$ cat src/rtl/irq_source_unit_pkg.sv
// Purpose: shared types and constants for the interrupt source unit.
// Latency: n/a (types, constants and one combinational helper).
// Backpressure: n/a.
package irq_source_unit_pkg;

    typedef enum logic [1:0] {
        IDLE    = 2'd0,
        REQ     = 2'd1,
        SERVICE = 2'd2
    } irq_state_t;

    // Register offsets within the 8-word window
    localparam logic [2:0] IRQ_CTRL    = 3'd0;
    localparam logic [2:0] IRQ_IER     = 3'd1;
    localparam logic [2:0] IRQ_IFR     = 3'd2;
    localparam logic [2:0] IRQ_TRELOAD = 3'd3;
    localparam logic [2:0] IRQ_TCNT    = 3'd4;
    localparam logic [2:0] IRQ_VBASE   = 3'd5;

    // CTRL bit positions
    localparam int CTRL_TEN = 0;
    localparam int CTRL_GIE = 1;

    // Index of the lowest set bit; bit 0 wins. Returns 0 when v is empty,
    // callers only use the result when v is non-zero.
    function automatic logic [3:0] lowest_set(input logic [15:0] v);
        logic [3:0] r;
        r = '0;
        for (int i = 15; i >= 0; i--) begin
            if (v[i]) r = 4'(i);
        end
        return r;
    endfunction

endpackage

$ cat src/rtl/irq_sync_edge.sv
// Purpose: 2-flop synchroniser plus rising-edge detector for one async level line.
// Latency: rise pulses for one cycle, 2 clk edges after async_in goes high.
// Backpressure: none; one pulse per low-to-high transition of the level.
// Ports: clk, rst (async active-low), async_in (raw level), rise (1-cycle pulse).
module irq_sync_edge (
    input  logic clk,
    input  logic rst,
    input  logic async_in,
    output logic rise
);

    logic meta_q;
    logic sync_q;
    logic prev_q;

    always_ff @(posedge clk or negedge rst) begin
        if (!rst) begin
            meta_q <= 1'b0;
            sync_q <= 1'b0;
            prev_q <= 1'b0;
        end else begin
            meta_q <= async_in;
            sync_q <= meta_q;
            prev_q <= sync_q;
        end
    end

    assign rise = sync_q & ~prev_q;

endmodule

$ cat src/rtl/irq_source_unit.sv
// Purpose: memory-mapped interrupt sources (timer + external), IER/IFR, priority and req/ack/done handshake.
// Latency: rdata 1 cycle after address; src_in rise to IFR 3 edges; pending to irq_req 1 edge.
// Backpressure: irq_req/irq_vec hold until irq_ack or abort; no nesting until irq_done.
// Ports: clk, rst (async active-low); addr/wdata/we/rdata CPU bus; src_in external lines
//        (indexed N_SRC-1..1 so bit i maps to IFR[i]); irq_req/irq_vec/irq_ack/irq_done/in_service.
module irq_source_unit
    import irq_source_unit_pkg::*;
#(
    parameter int          N_SRC     = 4,
    parameter logic [15:0] BASE_ADDR = 16'h0400
) (
    input  logic             clk,
    input  logic             rst,
    input  logic [15:0]      addr,
    input  logic [15:0]      wdata,
    input  logic             we,
    output logic [15:0]      rdata,
    input  logic [N_SRC-1:1] src_in,
    output logic             irq_req,
    output logic [15:0]      irq_vec,
    input  logic             irq_ack,
    input  logic             irq_done,
    output logic             in_service
);

    logic             hit;
    logic [2:0]       off;
    logic             wr_en;

    logic [1:0]       ctrl;
    logic [N_SRC-1:0] ier;
    logic [N_SRC-1:0] ifr;
    logic [15:0]      treload;
    logic [15:0]      tcnt;
    logic [15:0]      vbase;

    logic             timer_run;
    logic             timer_hit;
    logic [N_SRC-1:1] ext_rise;
    logic [N_SRC-1:0] hw_set;
    logic [N_SRC-1:0] sw_clr;
    logic [N_SRC-1:0] ack_clr;
    logic [15:0]      pend;
    logic [3:0]       sel_idx;
    logic [15:0]      rd_mux;

    irq_state_t       state;
    logic [3:0]       idx_q;

    assign hit   = (addr[15:3] == BASE_ADDR[15:3]);
    assign off   = addr[2:0];
    assign wr_en = we & hit;

    for (genvar g = 1; g < N_SRC; g++) begin : g_sync
        irq_sync_edge u_sync (
            .clk      (clk),
            .rst      (rst),
            .async_in (src_in[g]),
            .rise     (ext_rise[g])
        );
    end

    // Timer only runs with a non-zero reload, so TRELOAD=0 parks it.
    assign timer_run = ctrl[CTRL_TEN] && (treload != 16'd0);
    assign timer_hit = timer_run && (tcnt == 16'd0);
    assign hw_set    = {ext_rise, timer_hit};

    always_comb begin
        pend            = '0;
        pend[N_SRC-1:0] = ifr & ier;
    end
    assign sel_idx = lowest_set(pend);

    always_comb begin
        sw_clr  = '0;
        ack_clr = '0;
        if (wr_en && off == IRQ_IFR) sw_clr = wdata[N_SRC-1:0];
        if (state == REQ && irq_ack) ack_clr[idx_q] = 1'b1;
    end

    always_comb begin
        rd_mux = '0;
        case (off)
            IRQ_CTRL:    rd_mux[1:0]       = ctrl;
            IRQ_IER:     rd_mux[N_SRC-1:0] = ier;
            IRQ_IFR:     rd_mux[N_SRC-1:0] = ifr;
            IRQ_TRELOAD: rd_mux            = treload;
            IRQ_TCNT:    rd_mux            = tcnt;
            IRQ_VBASE:   rd_mux            = vbase;
            default:     rd_mux            = '0;
        endcase
    end

    // Registers; rdata samples the old contents so a same-cycle write is not visible yet.
    always_ff @(posedge clk or negedge rst) begin
        if (!rst) begin
            ctrl    <= '0;
            ier     <= '0;
            ifr     <= '0;
            treload <= '0;
            tcnt    <= '0;
            vbase   <= '0;
            rdata   <= '0;
        end else begin
            rdata <= hit ? rd_mux : 16'd0;
            if (wr_en) begin
                case (off)
                    IRQ_CTRL:    ctrl    <= wdata[1:0];
                    IRQ_IER:     ier     <= wdata[N_SRC-1:0];
                    IRQ_TRELOAD: treload <= wdata;
                    IRQ_VBASE:   vbase   <= wdata;
                    default:     ;
                endcase
            end
            // Hardware sets are OR-ed last so they win over both clears.
            ifr <= (ifr & ~sw_clr & ~ack_clr) | hw_set;
            if (wr_en && off == IRQ_TRELOAD) begin
                tcnt <= wdata;
            end else if (timer_run) begin
                tcnt <= timer_hit ? treload : tcnt - 16'd1;
            end
        end
    end

    always_ff @(posedge clk or negedge rst) begin
        if (!rst) begin
            state      <= IDLE;
            idx_q      <= '0;
            irq_req    <= 1'b0;
            irq_vec    <= '0;
            in_service <= 1'b0;
        end else begin
            case (state)
                IDLE: begin
                    if (ctrl[CTRL_GIE] && pend != 16'd0) begin
                        state   <= REQ;
                        idx_q   <= sel_idx;
                        irq_vec <= vbase + {12'd0, sel_idx};
                        irq_req <= 1'b1;
                    end
                end
                REQ: begin
                    if (irq_ack) begin
                        state      <= SERVICE;
                        irq_req    <= 1'b0;
                        in_service <= 1'b1;
                    end else if (!ctrl[CTRL_GIE] || !pend[idx_q]) begin
                        // Request withdrawn before the controller took it
                        state   <= IDLE;
                        irq_req <= 1'b0;
                    end
                end
                SERVICE: begin
                    if (irq_done) begin
                        state      <= IDLE;
                        in_service <= 1'b0;
                    end
                end
                default: begin
                    state      <= IDLE;
                    irq_req    <= 1'b0;
                    in_service <= 1'b0;
                end
            endcase
        end
    end

endmodule

$ cat config.mk
export PLATFORM = sky130hd
export DESIGN_NAME = irq_source_unit
export DESIGN_NICKNAME = d
export VERILOG_FILES = /design/src/rtl/irq_source_unit_pkg.sv /design/src/rtl/irq_sync_edge.sv /design/src/rtl/irq_source_unit.sv
export SDC_FILE = /design/constraint.sdc
export NUM_CORES = 1
export LEC_CHECK = 0
export ABC_AREA = 1
export BUFFER_PORTS_ARGS = -buffer_cell sky130_fd_sc_hd__buf_2
export CORE_ASPECT_RATIO = 1.25
export CORE_MARGIN = 2
export CORE_UTILIZATION = 30
export DETAILED_ROUTE_END_ITERATION = 8
export PLACE_DENSITY = 0.54
export RECOVER_POWER = 100
export SKIP_LAST_GASP = 1
export SLEW_MARGIN = 20
export SYNTH_ARGS = -nofsm -noshare
export SYNTH_HDL_FRONTEND = slang
export SYNTH_SLANG_ARGS = --single-unit
$ cat constraint.sdc
create_clock -name clk -period 3 [get_ports clk]
set_input_delay 0.3 -clock clk [delete_from_list [all_inputs] [get_ports clk]]
set_output_delay 0.3 -clock clk [all_outputs]
set_load 0.02 [all_outputs]
==> key figures, run 1 <==
Synthesis
  • Post-Syn Instances: 733
  • Synth area leader: dfrtp_1
  • Post-synth EDFFs: 0
  • Ranking of synthesized cells by area: dfrtp_1 (48%), nand2_1 (16%), nor2_1 (6.9%), nand3_1 (5.6%), o21ai_0 (3.7%)
  • Cell Area, Synth: 5510 µm²
  • Mean post-synth cell area: 7.52 µm²
  • Synth Flop Type: dfrtp_1
  • Register area share after synthesis: 47.7%
  • Synthesis Warnings: 0
  • Syn nets: 778
  • Post-synth cell types: 39
  • Flops & latches, synth: 105
  • FFs w/ async S/R, synth: 100%
  • Yosys top cell area share: 47.7%

Critical path
  • Worst r2r src: ifr[2]
  • Most frequent CP cell: inv_1
  • Reg2reg path depth: 14
  • Worst flop-to-flop path endpoint: irq_vec[12]
  • Crit path arrival time: 2880 ps
  • Cell chain of the critical path: clkbuf_1, inv_1, nand3_1, inv_1, nand4_4, clkinvlp_2, nor2_1, o211ai_1, nand2_1
  • Crit path capture type: flop
  • Critical path required time: 3280 ps
  • Startpoint Class: primary input
  • Critical Path Max Stage Delay: 650 ps
  • Reg2Reg Setup Slack: 560 ps
  • Critical path peak fanout: 20
  • CP Class: primary input to flop
  • Crit-path slowest cell: nor2_1

Worst hold path
  • Min-Delay Path Depth: 1
  • Hold endpoint: g_sync[1].u_sync.meta_q
  • Hold WC Path Type: primary input to flop
  • Min-delay src: src_in[1]

Layout
  • Final std cells w/o fill: 1034
  • Diodes inserted: 0
  • Design Area, Final: 6310 µm²
  • Area delta synth->final: 14.5%
  • Layout cells sized above 1: 9.68%
  • Nets@finish: 846

Drt
  • Metal-1 WL: 6.67 mm
  • First-iteration detailed-routing DRC count: 352
  • DR WL met2: 7.68 mm
  • Number of nets with antenna violations after routing: 0
  • Highest routed layer: met4
  • Total routed wirelength: 15.0 mm
  • WL met3: 534 µm
  • DRT Pass-1 Iters: 5
  • WL per Instance: 14.5 µm
  • Via Count: 4874
  • DR DRC count: 0
  • Vias/cell: 4.71

GRT
  • Initial antenna violation count: 0
  • First-pass GRT wire length: 24.4 mm
  • Largest net degree at the start of global routing: 64
  • Vias in the first global route: 4774
  • GRT Resource Usage Total: 15.7%
  • Grt ovf: 0

Pwr
  • Cell Pwr Density: 447 nW/µm²
  • Worst ir drop on vdd: 0.290 mV
  • Leak Pwr: 0.00308 µW

Die
  • Die Width: 125 µm
  • Die Span Y: 156 µm
  • Starting Density: 30.6%
  • # rows: 55
  • Core Box Area: 18000 µm²
  • Boundary pin count: 74
  • Die area: 19500 µm²

Placement
  • GPL Wtd Cong: 0.844
  • HPWL Detailed: 11.6 mm
  • Count of input and output buffers: 73
  • Dpl cell area: 6080 µm²
  • Placed insts: 1018

Timing
  • Tmin final: 2590 ps
  • Endpoints failing setup: 0
  • Final Hold Fails: 0
  • Worst slew pin tran: 1560 ps
  • Max-slew violation count: 64
  • Maximum clock frequency: 386 MHz
  • Clk_skew: 10.6 ps
  • Rel. slew slack: -4.29%
  • Setup_tns: 0 ps
  • Crit share post-route: 86.4%
  • RSZ-0062 raised after global routing: false

Clocking
  • Clock tree root buffer cell: clkbuf_16
  • Num CTS Buffers: 9
  • Clock Tree Buf Depth: 2
  • Clk_lat worst skew: 350 ps
  • Post-CTS sizing: 0
  • Setup repair bufs after CTS: 0
  • CTS sink count: 105
  • CTS tree: yes
  • # hold bufs at CTS: 0
  • H-Tree Depth: 3
  • Clock slew at reported path FFs: 70 ps

Flow run
  • Max cap viols: 1

Run status
  • Status: finished with violations
  • Violated checks: capacitance limit, slew limit
cells in the mapped netlist, drive strengths merged (3+ instances only):
library cell  instances
a21oi                 7
a31oi                11
buf                  13
clkbuf                6
clkinv                3
dfrtp               105
ha                    4
inv                  67
nand2               241
nand3                64
nand4                 8
nor2                106
nor3                  7
o21ai                56
o22ai                 6
or2                   4
xnor2                 4
xor2                  8
sequential cells by signal, summed over array words and instances (netlist names):
name                  count
g_sync.u_sync.meta_q      3
ifr                       4
in_service                1
rdata                    16
vbase                    16
g_sync.u_sync.sync_q      3
state                     2
irq_vec                  16
irq_req                   1
g_sync.u_sync.prev_q      3
idx_q                     2
tcnt                     16
treload                  16
ier                       4
ctrl                      2
final cells by class:
type,instances,area (µm²)
fillers,1982,11700
clock inverters,3,46.3
flip-flops and latches,105,2630
inverters,70,267
repair buffers,76,338
clock buffers,13,270
well taps,228,285
multi-input cells,539,2480
kinds of logic after synthesis:
group	synth area share, %
buffers and inverters	6.97
DFF	47.7
xor gates and xnor gates	1.91
adders and majority gates	1.27
AOI/OAI and AO/OA	8.94
and+or+nand+nor	33.3
worst max-delay path: cells and delay by family:
family	cells	cell delay, ps
compound gates	1	180
simple gates	4	1250
buf+inv	4	1120
per-layer routing:
metal	vias up	GRT usage, %
li1	2486	-
met1	2279	19.4
met2	98	28.3
met3	11	1.85
met4	0	5.19
met5	-	0
per-stage QoR:
step | hold WS (ps) | power [µW] | setup slack [ps] | util [%]
final | 54.3 | 2820 | 407 | 35.0
after global routing | 46.6 | 2930 | 254 | 35.0
after CTS | 42.4 | 2870 | 574 | 35.5
after detailed placement | 336 | 1620 | 605 | 33.7
after global placement | 336 | 1620 | 651 | 33.7
after floorplan | 4.41 | 1520 | 850 | -
power by group:
part | internal [µW] | switching [µW]
logic | 45.4 | 108
registers | 1420 | 5.22
clock network | 720 | 522
worst max path at each step:
stage / start / endpoint / depth (start not counted)
after CTS: ifr[2] / irq_vec[12] / 14
after detailed placement: ifr[2] / irq_vec[12] / 14
final: addr[2] / tcnt[0] / 9
after global routing: addr[2] / tcnt[8] / 9
after floorplan: ifr[2] / irq_vec[12] / 14
after global placement: ifr[2] / irq_vec[12] / 14
layout by cell type, fill, tap and decap left out, drive strengths merged:
cell	n
a211oi	2
a21oi	7
a221oi	1
a31oi	11
buf	38
bufinv	1
clkbuf	51
clkinv	1
clkinvlp	3
dfrtp	105
fa	1
ha	4
inv	68
nand2	241
nand2b	1
nand3	64
nand3b	1
nand4	8
nor2	106
nor3	7
nor4	1
o211ai	2
o21ai	56
o22ai	6
o2bb2ai	2
o31ai	2
or2	4
xnor2	4
xor2	8
(Power assumes the default switching activity.)
==> run 2, diff against run 1 <==
Settings changed: SYNTH_HIERARCHICAL set to 1.
==> key figures, run 2 <==
Clocking
  • Num CTS Buffers: 9 (unchanged)
  • Clock tree root buffer cell: clkbuf_16 (unchanged)
  • Setup repair bufs after CTS: 0 (unchanged)
  • CTS sink count: 105 (unchanged)
  • # hold bufs at CTS: 1 (was 0)
  • Clk_lat worst skew: 350 ps (about the same)
  • Clock Tree Buf Depth: 2 (unchanged)
  • Clock slew at reported path FFs: 70 ps (about the same)
  • H-Tree Depth: 3 (unchanged)
  • Post-CTS sizing: 0 (unchanged)
  • CTS tree: yes (unchanged)

Timing
  • Worst slew pin tran: 1230 ps (was 1560 ps)
  • Maximum clock frequency: 381 MHz (was 386 MHz)
  • Clk_skew: 7.49 ps (was 10.6 ps)
  • Tightest hold margin: 59.0 ps (was 54.3 ps)
  • Setup_tns: 0 ps (unchanged)
  • Final Hold Fails: 0 (unchanged)
  • RSZ-0062 raised after global routing: false (unchanged)
  • Rel. slew slack: 17.8% (was -4.29%)
  • Max-slew violation count: 0 (was 64)
  • Tmin final: 2620 ps (was 2590 ps)
  • Crit share post-route: 87.4% (was 86.4%)
  • Endpoints failing setup: 0 (unchanged)

Drt
  • WL met3: 608 µm (was 534 µm)
  • Metal-1 WL: 6.76 mm (was 6.67 mm)
  • Highest routed layer: met4 (unchanged)
  • Via Count: 4843 (was 4874)
  • Total routed wirelength: 14.9 mm (was 15.0 mm)
  • DR WL met2: 7.29 mm (was 7.68 mm)
  • First-iteration detailed-routing DRC count: 341 (was 352)
  • Vias/cell: 4.71 (about the same)
  • DRT Pass-1 Iters: 5 (unchanged)
  • WL per Instance: 14.5 µm (about the same)
  • Number of nets with antenna violations after routing: 0 (unchanged)
  • DR DRC count: 0 (unchanged)

Layout
  • Nets@finish: 841 (was 846)
  • Layout cells sized above 1: 8.74% (was 9.68%)
  • Area delta synth->final: 15.6% (was 14.5%)
  • Most common cell after layout, fill and taps aside: nand2_1 (unchanged)
  • Most frequent cells in the layout: nand2_1 (248), dfrtp_1 (105), nor2_1 (88) (was nand2_1 (239), dfrtp_1 (105), nor2_1 (104))
  • Diodes inserted: 0 (unchanged)

Pwr
  • Power Total: 2900 µW (was 2820 µW)
  • Leak Pwr: 0.00306 µW (was 0.00308 µW)
  • Worst ir drop on vdd: 0.255 mV (was 0.290 mV)
  • Cell Pwr Density: 458 nW/µm² (was 447 nW/µm²)

Die
  • Die area: 19300 µm² (was 19500 µm²)
  • Die Span Y: 155 µm (was 156 µm)
  • # rows: 55 (unchanged)
  • Starting Density: 30.5% (was 30.6%)
  • Die Width: 125 µm (about the same)
  • Boundary pin count: 74 (unchanged)
  • Core Box Area: 18000 µm² (about the same)

Synthesis
  • Post-synth EDFFs: 0 (unchanged)
  • Ranking of synthesized cells by area: dfrtp_1 (48%), nand2_1 (17%), nor2_1 (6.0%), nand3_1 (5.3%), inv_1 (4.3%) (was dfrtp_1 (48%), nand2_1 (16%), nor2_1 (6.9%), nand3_1 (5.6%), o21ai_0 (3.7%))
  • Synthesis Warnings: 6 (was 0)
  • Flops & latches, synth: 105 (unchanged)
  • FFs w/ async S/R, synth: 100% (unchanged)
  • Yosys top cell area share: 48.0% (was 47.7%)
  • Register area share after synthesis: 48.0% (was 47.7%)
  • Synth Area in Simple Gates: 33.5% (was 33.3%)
  • Complex-gate fraction of the synthesized area: 9.13% (was 8.94%)
  • Multiplexer area fraction after synthesis: 0% (unchanged)
  • Syn nets: 770 (was 778)
  • Post-synth top cells: nand2_1 (248), dfrtp_1 (105), nor2_1 (88) (was nand2_1 (237), dfrtp_1 (105), nor2_1 (101))
  • Post-synth cell types: 35 (was 39)
  • Synth Area in XOR/XNOR: 1.92% (was 1.91%)
  • Post-Synth Adder-Cell Area: 1.28% (was 1.27%)
  • Main combinational cell family by area after synthesis: simple AND/OR/NAND/NOR gates (unchanged)
  • Synth Flop Type: dfrtp_1 (unchanged)
  • Most common cell in the netlist: nand2_1 (unchanged)
  • Synth area leader: dfrtp_1 (unchanged)
  • Mean post-synth cell area: 7.55 µm² (was 7.52 µm²)
  • Cell Area, Synth: 5470 µm² (was 5510 µm²)
  • Post-Syn Instances: 725 (was 733)

Worst hold path
  • Min-delay src: src_in[2] (was src_in[1])
  • Hold WC Path Type: primary input to flop (unchanged)

Critical path
  • Worst r2r src: ier[2] (was ifr[2])
  • Startpoint Class: primary input (unchanged)
  • CP Launch Point: addr[0] (was addr[2])
  • CP Class: primary input to flop (unchanged)
  • Critical path required time: 3220 ps (was 3280 ps)
  • Crit path capture type: flop (unchanged)
  • Crit path arrival time: 2840 ps (was 2880 ps)
  • Critical path peak fanout: 22 (was 20)

Placement
  • Count of input and output buffers: 73 (unchanged)
  • GPL Wtd Cong: 0.853 (was 0.844)
  • HPWL Detailed: 11.3 mm (was 11.6 mm)

GRT
  • Vias in the first global route: 4756 (was 4774)
  • Initial antenna violation count: 0 (unchanged)
  • Grt ovf: 0 (unchanged)
  • First-pass GRT wire length: 24.6 mm (was 24.4 mm)
  • Largest net degree at the start of global routing: 58 (was 64)
  • GRT Resource Usage Total: 15.9% (was 15.7%)

Run status
  • Status: completed (was finished with violations)

Flow run
  • Max cap viols: 0 (was 1)
## run 2: layout make-up
| type | instances | area [µm²] |
|---|---|---|
| fill | 1932 | 11600 |
| sequential | 105 | 2630 |
| multi-input combinational | 535 | 2470 |
| timing repair buffer | 79 | 353 |
| tap | 228 | 285 |
| clock buffer | 12 | 267 |
| inverter | 66 | 248 |
| clock inverter | 4 | 73.8 |
## run 2: logic make-up (layout without fill, tap and decap cells)
group,after synthesis,count (layout)
simple gates,431,431
buf+inv,85,161
compound gates,87,87
fa+ha+maj,5,5
xor+xnor,12,12
flops,105,105
## run 2: metrics by stage
stage	instance area [µm²]	setup slack (ps)	utilization, %	instances
5_1_grt	6320	42.6	35.2	1029
6_report	6320	377	35.2	1029
3_5_place_dp	6090	437	33.9	1012
3_3_place_gp	6090	506	33.9	1012
2_1_floorplan	5470	749	-	725
4_1_cts	6440	421	35.8	1029
## run 2: path summary, 6_finish.rpt
path                                            to  slack (ps)  cells past startpoint
setup / recovery                           tcnt[1]         380                      8
hold / removal             g_sync[2].u_sync/meta_q          60                      1
setup reg to reg                       irq_vec[12]         380                     14
hold reg to reg            g_sync[2].u_sync/sync_q         350                      0
max in group asynchronous               treload[3]         720                      3
min in group asynchronous  g_sync[3].u_sync/prev_q         740                      2
## run 2: critical path, stage by stage
cell and delay [ps]:
clkbuf_1 140, inv_1 110, nor3_1 220, nand4_1 840
nand2_2 700, inv_1 320, nand2_1 120, nand3_1 90
## run 2: per-layer routing
layer	vias to the layer above	GRT usage, %
met2	104	27.3
li1	2480	-
met5	-	0
met4	0	5.08
met3	14	2.17
met1	2245	20.8
## run 2: power breakdown
group	total, µW	switching (µW)	internal [µW]
clock network	1330	526	800
logic	144	102	42.8
registers	1430	4.85	1420
